$ cat src/rtl/bus_cmd_master.sv
// ---------------------------------------------------------------------------
// bus_cmd_master
//   Initiator side of the ic0 single-beat register bus. Accepts one command
//   at a time on a valid/ready port, issues it as a single-cycle strobe on
//   ic0, waits for the read return (or a fixed commit gap for writes) and
//   hands back exactly one response per command, flagging read timeouts.
//
// Ports
//   clk, rst                  clock, asynchronous active-high reset
//   cmd_valid/cmd_ready       command handshake
//   cmd_wr/addr/data          command fields (data ignored on reads)
//   rsp_valid/rsp_ready       response handshake, response held until taken
//   rsp_data/rsp_err          read data (0 for writes, ERR_DATA on timeout)
//   ic0_c_axi_mst_wr_valid    one-cycle write strobe
//   ic0_axi_mst_wr_addr/data  write address/data, valid with the strobe
//   ic0_c_axi_mst_rd_valid    one-cycle read strobe
//   ic0_axi_mst_rd_addr       read address, valid with the strobe
//   ic0_c_axi_slv_rd_ready    per-slave read-return strobes
//   ic0_axi_slv_rd_data       per-slave read data, slot i = [32*i+31:32*i]
//
// State          | meaning
// ---------------+-----------------------------------------------------------
// S_IDLE         | ready for a command
// S_WR_ISSUE     | write strobe on ic0 (one cycle)
// S_WR_GAP       | let the slave commit the write before responding
// S_RD_ISSUE     | read strobe on ic0 (one cycle), a return is already taken
// S_RD_WAIT      | waiting for any slave read return or the timeout
// S_RSP          | response presented, waiting for rsp_ready
// ---------------------------------------------------------------------------
module bus_cmd_master #(
  parameter int          NSLV     = 1,
  parameter int          TIMEOUT  = 16,
  parameter int          WR_GAP   = 2,
  parameter logic [31:0] ERR_DATA = 32'hDEADBEEF
) (
  input  logic                 clk,
  input  logic                 rst,
  input  logic                 cmd_valid,
  output logic                 cmd_ready,
  input  logic                 cmd_wr,
  input  logic [31:0]          cmd_addr,
  input  logic [31:0]          cmd_data,
  output logic                 rsp_valid,
  input  logic                 rsp_ready,
  output logic [31:0]          rsp_data,
  output logic                 rsp_err,
  output logic                 ic0_c_axi_mst_wr_valid,
  output logic [31:0]          ic0_axi_mst_wr_addr,
  output logic [31:0]          ic0_axi_mst_wr_data,
  output logic                 ic0_c_axi_mst_rd_valid,
  output logic [31:0]          ic0_axi_mst_rd_addr,
  input  logic [NSLV-1:0]      ic0_c_axi_slv_rd_ready,
  input  logic [32*NSLV-1:0]   ic0_axi_slv_rd_data
);

  localparam int CW = $clog2(TIMEOUT + 1);
  localparam int GW = (WR_GAP > 0) ? $clog2(WR_GAP + 1) : 1;
  localparam logic [CW-1:0] TO_LAST  = CW'(TIMEOUT - 1);
  localparam logic [GW-1:0] GAP_LOAD = GW'((WR_GAP > 0) ? (WR_GAP - 1) : 0);

  typedef enum logic [2:0] {
    S_IDLE     = 3'd0,
    S_WR_ISSUE = 3'd1,
    S_WR_GAP   = 3'd2,
    S_RD_ISSUE = 3'd3,
    S_RD_WAIT  = 3'd4,
    S_RSP      = 3'd5
  } state_t;

  state_t          state_q, state_d;
  logic [31:0]     addr_q, data_q;
  logic [GW-1:0]   gap_cnt_q;
  logic [CW-1:0]   to_cnt_q;
  logic [31:0]     rsp_data_q;
  logic            rsp_err_q;

  logic [31:0]     rd_data_or;
  logic            rd_hit;
  logic            rd_phase;
  logic            accept;
  logic            timeout_hit;
  logic            rsp_load;

  // Idle slaves drive zero, so OR-ing every slot yields the answering
  // slave's data (or the OR of several on a decode fault).
  always_comb begin
    rd_data_or = '0;
    for (int i = 0; i < NSLV; i++) begin
      rd_data_or = rd_data_or | ic0_axi_slv_rd_data[32*i +: 32];
    end
  end

  assign rd_hit      = |ic0_c_axi_slv_rd_ready;
  assign rd_phase    = (state_q == S_RD_ISSUE) || (state_q == S_RD_WAIT);
  assign accept      = cmd_valid && (state_q == S_IDLE);
  // Last permitted wait cycle without a return: the count reaches TIMEOUT
  // on the same edge that moves to the error response.
  assign timeout_hit = (state_q == S_RD_WAIT) && !rd_hit && (to_cnt_q == TO_LAST);
  assign rsp_load    = (state_q != S_RSP) && (state_d == S_RSP);

  always_ff @(posedge clk or posedge rst) begin
    if (rst) begin
      state_q <= S_IDLE;
    end else begin
      state_q <= state_d;
    end
  end

  always_comb begin
    state_d = state_q;
    case (state_q)
      S_IDLE: begin
        if (accept) begin
          state_d = cmd_wr ? S_WR_ISSUE : S_RD_ISSUE;
        end
      end
      S_WR_ISSUE: begin
        state_d = (WR_GAP == 0) ? S_RSP : S_WR_GAP;
      end
      S_WR_GAP: begin
        if (gap_cnt_q == '0) begin
          state_d = S_RSP;
        end
      end
      S_RD_ISSUE: begin
        state_d = rd_hit ? S_RSP : S_RD_WAIT;
      end
      S_RD_WAIT: begin
        if (rd_hit || timeout_hit) begin
          state_d = S_RSP;
        end
      end
      S_RSP: begin
        if (rsp_ready) begin
          state_d = S_IDLE;
        end
      end
      default: state_d = S_IDLE;
    endcase
  end

  always_ff @(posedge clk or posedge rst) begin
    if (rst) begin
      addr_q     <= '0;
      data_q     <= '0;
      gap_cnt_q  <= '0;
      to_cnt_q   <= '0;
      rsp_data_q <= '0;
      rsp_err_q  <= 1'b0;
    end else begin
      if (accept) begin
        addr_q <= cmd_addr;
        data_q <= cmd_data;
      end

      case (state_q)
        S_WR_ISSUE: gap_cnt_q <= GAP_LOAD;
        S_WR_GAP: begin
          if (gap_cnt_q != '0) begin
            gap_cnt_q <= gap_cnt_q - GW'(1);
          end
        end
        S_RD_ISSUE: to_cnt_q <= '0;
        S_RD_WAIT: begin
          if (!rd_hit) begin
            to_cnt_q <= to_cnt_q + CW'(1);
          end
        end
        default: ;
      endcase

      // Response is captured once, on entry to S_RSP, and then held.
      if (rsp_load) begin
        if (rd_phase && rd_hit) begin
          rsp_data_q <= rd_data_or;
          rsp_err_q  <= 1'b0;
        end else if (rd_phase) begin
          rsp_data_q <= ERR_DATA;
          rsp_err_q  <= 1'b1;
        end else begin
          rsp_data_q <= '0;
          rsp_err_q  <= 1'b0;
        end
      end
    end
  end

  assign cmd_ready              = (state_q == S_IDLE);
  assign rsp_valid              = (state_q == S_RSP);
  assign rsp_data               = rsp_data_q;
  assign rsp_err                = rsp_err_q;
  assign ic0_c_axi_mst_wr_valid = (state_q == S_WR_ISSUE);
  assign ic0_axi_mst_wr_addr    = addr_q;
  assign ic0_axi_mst_wr_data    = data_q;
  assign ic0_c_axi_mst_rd_valid = (state_q == S_RD_ISSUE);
  assign ic0_axi_mst_rd_addr    = addr_q;

endmodule

$ cat config.mk
export PLATFORM = sky130hd
export DESIGN_NAME = bus_cmd_master
export DESIGN_NICKNAME = d
export VERILOG_FILES = /design/src/rtl/bus_cmd_master.sv
export SDC_FILE = /design/constraint.sdc
export NUM_CORES = 1
export LEC_CHECK = 0
export CAP_MARGIN = 10
export CORE_MARGIN = 5
export CORE_UTILIZATION = 40
export DETAILED_ROUTE_END_ITERATION = 8
export PLACE_DENSITY_LB_ADDON = 0.2
export SYNTH_ARGS = -nofsm -noshare
export SYNTH_HDL_FRONTEND = slang
export SYNTH_SLANG_ARGS = --single-unit
$ cat constraint.sdc
create_clock -name clk -period 3.97 [get_ports clk]
set_clock_uncertainty 0.15 [all_clocks]
set_input_delay 0.5955 -clock clk [delete_from_list [all_inputs] [get_ports clk]]
set_output_delay 0.5955 -clock clk [all_outputs]
set_load 0.03 [all_outputs]
==> impl_metrics.env, run 1 <==
export IMPL_power_share_combinational=0.589
export IMPL_ys_ff_latch=107
export IMPL_diodes=0
export IMPL_cts_sinks=107
export IMPL_synth_top_area_frac=0.571
export IMPL_coreArea_sq_um=11500
export IMPL_vias_per_cell=4.93
export IMPL_dpl_hpwl_microns=10000
export IMPL_post_route_period_util=0.720
export IMPL_max_slew_margin=0.433
export IMPL_hp_class="flip-flop to flip-flop"
export IMPL_synth_area_top_cells="dfrtp_1 57%, mux2_2 15%, buf_4 5.3%"
export IMPL_switching_share=0.437
export IMPL_num_vias=3557
export IMPL_fmax_mhz=350
export IMPL_worstSetupStartpointType="flip-flop"
export IMPL_powerDensity_nw_per_um2=967
export IMPL_netlist_instances=376
export IMPL_synth_ff_type="dfrtp_1"
export IMPL_p_leak_nw=3.02
export IMPL_clockPowerShare=0.123
export IMPL_drive_above_1_share=0.188
export IMPL_ir_drop_mv=0.612
export IMPL_setup_tns_ps=0
export IMPL_cts_root_buf="clkbuf_16"
export IMPL_rows=39
export IMPL_reg2reg_setup_slack_ps=1520
export IMPL_reg2regPathDepth=5
export IMPL_r2r_start="state_q[1]$_DFF_PP0_"
export IMPL_clk_pin_slew_ps=70
export IMPL_critPathMaxFanout=20
export IMPL_ys_seq_area_frac=0.571
export IMPL_ys_async_sr_fraction=1.00
export IMPL_grt_max_degree=65
export IMPL_arrival_ps=2110
export IMPL_io_buffers=234
export IMPL_cts_buffers=9
export IMPL_die_height_microns=118
export IMPL_grt_util_all_layers=0.185
export IMPL_io_pins=235
export IMPL_min_period_ps=2860
export IMPL_yosysMostFrequentCell="dfrtp_1"
export IMPL_endpoint_kind="primary output"
export IMPL_holdWs_ps=357
export IMPL_crit_type="flip-flop to primary output"
export IMPL_grt_antenna_before_repair=0
export IMPL_synth_cell_type_count=38
export IMPL_r2r_end="rsp_data[31]$_DFFE_PP0P_"
export IMPL_avgSynthCellArea_sq_um=12.5
export IMPL_rsz0062_at_grt="false"
export IMPL_min_path_cells=1
export IMPL_firstDrtPassIters=4
export IMPL_seqPwrFrac=0.288
export IMPL_p_int_mw=3.92
export IMPL_hold_viol=0
export IMPL_htreeDepth=3
export IMPL_tightest_slew_ps=838
export IMPL_drc_errors=0
export IMPL_placed_area_sq_um=6920
export IMPL_maxSlewViolCount=0
export IMPL_stdcell_area_sq_um=7210
export IMPL_clockBufferDepth=2
export IMPL_nNetsFinal=679
export IMPL_die_area_sq_um=14000
export IMPL_clk_latency_ps=340
export IMPL_maxCapViolCount=0
export IMPL_wl_per_cell_microns=18.0
export IMPL_first_global_vias=3661
export IMPL_drt_wl_total_microns=13000
export IMPL_p_switching_mw=3.05
export IMPL_grt_pass1_wl_microns=20800
export IMPL_synthTopCellsByCount="107 x dfrtp_1, 64 x mux2_2, 33 x buf_4"
export IMPL_cts_hold_buf=0
export IMPL_synth_largest_area_cell="dfrtp_1"
export IMPL_drt_iter0_markers=200
export IMPL_status="completed"
export IMPL_routabilityCongestion=0.787
export IMPL_synth_edf_count=0
export IMPL_die_x_microns=118
export IMPL_syn_cell_area_sq_um=4690
export IMPL_synth_fp_nets=481
export IMPL_yosysWarnings=0
export IMPL_cts_resized=0
export IMPL_whs_endpoint="rsp_data[8]$_DFFE_PP0P_"
export IMPL_synthToLayoutAreaGrowth_pct=53.6
export IMPL_cp_data_required_time_ps=3220
export IMPL_ant_nets=0
export IMPL_grt_overflow=0
export IMPL_setup_viol=0
export IMPL_post_cts_buffers=0
export IMPL_cts_tree="yes"
export IMPL_initial_utilization=0.409
export IMPL_hp_start="rsp_data[8]$_DFFE_PP0P_"
## cells by family (layout without fill, tap and decap cells)
kind of cell / Yosys count / in the layout / synth area share
adder cells (fa/ha/maj): 3 / 3 / 0.00800
AO/OA/AOI/OAI: 84 / 84 / 0.128
AND/OR/NAND/NOR: 34 / 34 / 0.0397
buffers and inverters: 83 / 286 / 0.0984
flip-flops: 107 / 107 / 0.571
multiplexers: 65 / 65 / 0.156
## how the worst max path moves through the flow
| stage | start | endpoint | slack, ps | cells after the start |
|---|---|---|---|---|
| 2_1_floorplan | rst | gap_cnt_q[0]$_DFFE_PP0P_ | 410 | 1 |
| 5_1_grt | state_q[1]$_DFF_PP0_ | cmd_ready | 1010 | 3 |
| 4_1_cts | state_q[1]$_DFF_PP0_ | cmd_ready | 1080 | 3 |
| 3_3_place_gp | ic0_c_axi_slv_rd_ready | rsp_data[31]$_DFFE_PP0P_ | 1250 | 5 |
| 3_5_place_dp | ic0_c_axi_slv_rd_ready | rsp_data[31]$_DFFE_PP0P_ | 1230 | 5 |
| 6_report | state_q[1]$_DFF_PP0_ | cmd_ready | 1110 | 3 |
## registers in the layout, summed over array words and instances, names as in the netlist
signal               flops
gap_cnt_q                2
to_cnt_q                 5
ic0_axi_mst_wr_data     32
rsp_err                  1
ic0_axi_mst_rd_addr     32
state_q                  3
rsp_data                32
## routing by layer
metal / up-vias / GRT usage / part of all wire
li1: 1669 / - / -
met1: 1723 / 0.224 / 0.40
met2: 150 / 0.313 / 0.50
met3: 15 / 0.0611 / 0.076
met4: 0 / 0.0573 / 0.020
met5: - / 0 / 0
## cell usage in the layout (no fill, tap or decap), types with 4 or more instances in the layout
cell | synthesis | layout
nor2_1 | 9 | 9
o21ai_2 | 20 | 20
clkbuf_16 | 0 | 9
clkdlybuf4s50_1 | 0 | 234
nand2_1 | 7 | 7
o21ai_0 | 30 | 30
mux2_2 | 64 | 64
a22o_1 | 9 | 9
dfrtp_1 | 107 | 107
inv_1 | 32 | 31
a21oi_1 | 7 | 7
nand2b_1 | 4 | 4
## worst max-delay path, cell delays in order, from the launching register on
cell	delay [ps]
dfrtp_1	590
or2_2	400
nor2_1	90
clkdlybuf4s50_1	690
## metrics by stage
stage / util / cells / total power [mW] / setup WS (ps)
floorplan: - / 376 / 4.64 / 407
global placement: 0.603 / 706 / 6.09 / 1250
global route: 0.628 / 722 / 7.34 / 1010
CTS: 0.628 / 722 / 7.06 / 1080
detailed placement: 0.603 / 706 / 6.19 / 1230
finish: 0.628 / 722 / 6.97 / 1110
## power groups by stage
stage          Clock, mW  Combinational [mW]  Sequential, mW
3_3_place_gp           0                4.08            2.00
5_1_grt            0.927                4.32            2.09
3_5_place_dp           0                4.16            2.03
2_1_floorplan          0                1.71            2.93
4_1_cts            0.883                4.16            2.02
6_report           0.858                4.10            2.01
## final cells by class
| class | count | area, sq um |
|---|---|---|
| inverters | 32 | 123 |
| multi-input cells | 186 | 1560 |
| clock inverters | 5 | 35.0 |
| clock buffers | 11 | 253 |
| fillers | 939 | 4260 |
| repair buffers | 238 | 2380 |
| well taps | 143 | 179 |
| flip-flops and latches | 107 | 2680 |
No activity file was read; power rests on OpenSTA's default activity.
==> run 2, diff against run 1 <==
CORE_UTILIZATION = 36   (was 40)
clock period = 2.47 ns   (was 3.97 ns; I/O delays follow)
==> run 2 against run 1 <==
Against the previous run: largest cell class unchanged; setup slack got worse by 970 ps; final area rose by 2.0%; count of clock-buffer cells in the layout rose by 1.
==> impl_metrics.env, run 2 (synthesis results as in run 1) <==
export IMPL_status="completed"
export IMPL_crit_type="flip-flop to primary output"
export IMPL_clk_latency_ps=340
export IMPL_cp_data_required_time_ps=1950
export IMPL_drt_wl_total_microns=12900
export IMPL_synthToLayoutAreaGrowth_pct=56.6
export IMPL_cts_buffers=9
export IMPL_maxCapViolCount=0
export IMPL_setup_tns_ps=0
export IMPL_slowest_stage="clkdlybuf4s50_1"
export IMPL_final_common_cell="clkdlybuf4s50_1"
export IMPL_setup_slack_ps=141
export IMPL_tightest_slew_ps=603
export IMPL_nNetsFinal=684
export IMPL_drive_above_1_share=0.193
export IMPL_fillers=1109
export IMPL_min_period_ps=2330
export IMPL_hold_viol=0
export IMPL_cts_root_buf="clkbuf_16"
export IMPL_rsz0062_at_grt="false"
export IMPL_routabilityCongestion=0.821
export IMPL_vias_per_cell=4.68
export IMPL_initial_utilization=0.369
export IMPL_final_cell_mix="233 x clkdlybuf4s50_1, 107 x dfrtp_1, 64 x mux2_2"
export IMPL_cts_hold_buf=0
export IMPL_ant_nets=0
export IMPL_cts_sinks=107
export IMPL_fmax_mhz=429
export IMPL_die_x_microns=124
export IMPL_grt_util_all_layers=0.164
export IMPL_layoutNonFillerInstCount=756
export IMPL_critPathMaxFanout=9
export IMPL_cp_cell_sequence="and3b_1, clkdlybuf4s50_1"
export IMPL_grt_overflow=0
export IMPL_setup_viol=0
export IMPL_clk_pin_slew_ps=70
export IMPL_clockBufferDepth=2
export IMPL_die_height_microns=124
export IMPL_drc_errors=0
export IMPL_rows=41
export IMPL_cts_tree="yes"
export IMPL_io_buffers=234
export IMPL_diodes=0
export IMPL_ir_drop_mv=0.651
export IMPL_dpl_cell_count=740
export IMPL_coreArea_sq_um=12700
export IMPL_die_area_sq_um=15400
export IMPL_firstDrtPassIters=6
export IMPL_maxSlewViolCount=0
export IMPL_arrival_ps=1810
export IMPL_max_slew_margin=0.598
export IMPL_htreeDepth=3
export IMPL_wl_per_cell_microns=17.1
export IMPL_post_route_period_util=0.943
export IMPL_placement_setup_worst_slack_ps=179
export IMPL_hp_class="flip-flop to flip-flop"
export IMPL_grt_max_degree=108
export IMPL_worstSetupStartpointType="flip-flop"
export IMPL_drt_iter0_markers=148
export IMPL_io_pins=235
export IMPL_p_leak_nw=3.08
export IMPL_grt_pass1_wl_microns=19400
export IMPL_holdWs_ps=349
export IMPL_first_global_vias=3623
export IMPL_dpl_hpwl_microns=9820
export IMPL_num_vias=3537
export IMPL_grt_antenna_before_repair=0
export IMPL_powerDensity_nw_per_um2=1560
export IMPL_endpoint_kind="primary output"
export IMPL_finish_utilization=0.578
export IMPL_critPathMaxStageDelay_ps=700
[run 2: cell count changes in the layout (fill, tap and decap cells not counted), moves of 2 or more]
cell       delta
buf_12        +2
buf_4         +3
bufinv_16     +2
inv_6         -2
[run 2: worst max-delay path, delay by kind of cell (launching register included)]
family,cells,cell delay [ps]
flip-flops,1,460
buffers and inverters,1,700
AND/OR/NAND/NOR,1,310
[run 2: routing by layer]
metal  vias to the layer above  wire length (microns)  GRT usage  share of wire
met4                         0                    173     0.0595          0.013
met1                      1704                   4920      0.191           0.38
li1                       1666                      -          -              -
met5                         -                      0          0              0
met3                        16                   1250     0.0481          0.096
met2                       151                   6600      0.284           0.51
[run 2: area by class of cell]
type                       instances  area (sq um)  area share
timing repair buffer             243          2450       0.333
tap                              172           215      0.0293
multi-input combinational        186          1560       0.212
clock buffer                      12           256      0.0349
sequential                       107          2680       0.364
inverter                          32           124      0.0169
clock inverter                     4          72.6     0.00987
[run 2: path summary, 6_finish.rpt]
kind	startpoint	to	slack, ps	cells after the start
max reg2reg	to_cnt_q[0]$_DFFE_PP0P_	rsp_data[27]$_DFFE_PP0P_	180	8
min	rsp_data[20]$_DFFE_PP0P_	rsp_data[20]$_DFFE_PP0P_	350	1
max	state_q[2]$_DFF_PP0_	ic0_c_axi_mst_rd_valid	140	2
min reg2reg	rsp_data[20]$_DFFE_PP0P_	rsp_data[20]$_DFFE_PP0P_	350	1
max in group asynchronous	rst	ic0_axi_mst_rd_addr[10]$_DFFE_PP0P_	1340	3
min in group asynchronous	rst	rsp_data[13]$_DFFE_PP0P_	390	3
[run 2: timing repair]
action                                  4_1_cts  5_1_grt
resized for setup                             0        1
endpoints found under the hold margin         0        0
setup buffers                                 0        0
endpoints found under the setup margin        0        1
[run 2: power by group]
part | switching, mW | total [mW] | internal [mW] | leakage [nW]
registers | 0.552 | 3.18 | 2.62 | 1.29
clock network | 0.612 | 1.55 | 0.942 | 0.159
logic | 3.72 | 6.72 | 3.00 | 1.63
total | 4.88 | 11.5 | 6.57 | 3.08
[run 2: per-stage QoR]
| step | total power [mW] | instance area (sq um) |
|---|---|---|
| after floorplan | 7.47 | 4700 |
| after global placement | 9.87 | 7020 |
| after detailed placement | 10.0 | 7020 |
| after CTS | 11.6 | 7350 |
| after global routing | 12.1 | 7350 |
| final | 11.5 | 7350 |
==> run 3, diff against run 2 <==
CORE_MARGIN = not set   (was 5)
SETUP_SLACK_MARGIN = 0.02   (was not set)
==> run 3 against run 2 <==
Against the previous run: die area fell by 12%; sequential cell count did not move; wire length fell by 8.5%; register-to-register slack got worse by 20 ps; final area rose by 0.24%; sequential share of layout area fell by 0.053 points; clock power fell by 9%; setup slack got worse by 46 ps.
==> impl_metrics.env, run 3 (synthesis results as in run 1) <==
export IMPL_cp_top_family="buffers and inverters"
export IMPL_final_common_cell="clkdlybuf4s50_1"
export IMPL_io_buffers=234
export IMPL_drive_above_1_share=0.199
export IMPL_htreeDepth=3
export IMPL_stdcell_area_sq_um=7370
export IMPL_grt_antenna_before_repair=0
export IMPL_final_cell_mix="231 x clkdlybuf4s50_1, 105 x dfrtp_1, 64 x mux2_2"
export IMPL_dpl_cell_count=745
export IMPL_nNetsFinal=689
export IMPL_num_vias=3532
export IMPL_p_leak_nw=3.09
export IMPL_crit_type="flip-flop to primary output"
export IMPL_max_slew_margin=0.590
export IMPL_rsz0062_at_grt="false"
export IMPL_cts_sinks=107
export IMPL_firstDrtPassIters=4
export IMPL_endpoint_kind="primary output"
export IMPL_grt_overflow=0
export IMPL_powerDensity_nw_per_um2=1540
export IMPL_cts_buffers=9
export IMPL_synthToLayoutAreaGrowth_pct=57.0
export IMPL_diodes=0
export IMPL_hp_class="flip-flop to flip-flop"
export IMPL_tightest_slew_ps=614
export IMPL_cp_data_required_time_ps=1950
export IMPL_arrival_ps=1850
export IMPL_cp_cell_sequence="and3b_1, clkdlybuf4s50_1"
export IMPL_drt_wl_total_microns=11800
export IMPL_placed_area_sq_um=7080
export IMPL_cts_hold_buf=0
export IMPL_vias_per_cell=4.65
export IMPL_first_global_vias=3471
export IMPL_drc_errors=0
export IMPL_setup_tns_ps=0
export IMPL_io_pins=235
export IMPL_dpl_hpwl_microns=8800
export IMPL_clockBufferDepth=2
export IMPL_maxSlewViolCount=0
export IMPL_routabilityCongestion=0.809
export IMPL_worstSetupStartpointType="flip-flop"
export IMPL_ir_drop_mv=0.758
export IMPL_layoutNonFillerInstCount=759
export IMPL_hold_viol=0
export IMPL_cts_root_buf="clkbuf_16"
export IMPL_clk_pin_slew_ps=60
export IMPL_grt_max_degree=108
export IMPL_status="completed"
export IMPL_rows=41
export IMPL_post_route_period_util=0.962
export IMPL_maxCapViolCount=0
export IMPL_drt_iter0_markers=165
export IMPL_crit_buf_inv=1
export IMPL_slowest_stage="clkdlybuf4s50_1"
export IMPL_die_height_microns=116
export IMPL_die_area_sq_um=13500
export IMPL_initial_utilization=0.370
export IMPL_die_x_microns=116
export IMPL_critPathMaxFanout=10
export IMPL_cts_tree="yes"
export IMPL_critPathMaxStageDelay_ps=700
export IMPL_coreArea_sq_um=12700
export IMPL_ant_nets=0
export IMPL_clk_latency_ps=340
export IMPL_fmax_mhz=421
export IMPL_grt_pass1_wl_microns=18100
export IMPL_setup_viol=0
export IMPL_grt_util_all_layers=0.176
export IMPL_min_period_ps=2380
export IMPL_fillers=1100
export IMPL_wl_per_cell_microns=15.6
[run 3: worst register-to-register path, stage by stage, from the launching register on]
cell	delay (ps)
dfrtp_1	420
ha_1	250
and3_1	190
ha_1	190
nor2b_1	130
o21a_1	200
o31a_1	340
buf_12	180
o21ai_0	170
[run 3: where the power goes]
part	switching, mW	total [mW]	internal, mW
Sequential	0.558	3.18	2.63
Clock	0.610	1.41	0.804
Combinational	3.68	6.73	3.05
[run 3: worst paths after layout]
path                                                      from                                  end  slack [ps]  cells past startpoint
max in group asynchronous                                  rst              to_cnt_q[3]$_DFFE_PP0P_        1340                      3
min                        ic0_axi_mst_wr_data[15]$_DFFE_PP0P_  ic0_axi_mst_wr_data[15]$_DFFE_PP0P_         350                      1
min reg2reg                ic0_axi_mst_wr_data[15]$_DFFE_PP0P_  ic0_axi_mst_wr_data[15]$_DFFE_PP0P_         350                      1
max reg2reg                            to_cnt_q[0]$_DFFE_PP0P_             rsp_data[28]$_DFFE_PP0P_         160                      8
max                                       state_q[2]$_DFF_PP0_               ic0_c_axi_mst_rd_valid          90                      2
min in group asynchronous                                  rst                 state_q[2]$_DFF_PP0_         360                      3
[run 3: metal layers]
metal	share of wire	global-route usage	vias up
met5	0	0	-
li1	-	-	1683
met3	0.073	0.0394	17
met2	0.49	0.290	141
met4	0.017	0.0701	0
met1	0.42	0.225	1691
[run 3: repair_timing]
action,CTS,global route
gates resized for setup,2,3
endpoints found under the setup margin,2,2
setup buffers,0,0
[run 3: through the flow]
stage               worst slack, ps  hold WS (ps)  power, mW  utilization
CTS                            37.4           354       11.4        0.581
finish                         94.8           354       11.3        0.582
detailed placement              159           331       10.0        0.559
global placement                216           337       9.89        0.559
floorplan                       347           333       7.47            -
global route                   23.8           372       11.9        0.582
[run 3: area by class of cell]
cell class | count | area (sq um) | share of cell area
clock buffers | 12 | 246 | 0.0335
clock inverters | 2 | 37.5 | 0.00509
inverters | 32 | 124 | 0.0168
multi-input cells | 186 | 1560 | 0.211
flip-flops and latches | 107 | 2680 | 0.364
well taps | 172 | 215 | 0.0292
repair buffers | 248 | 2510 | 0.341
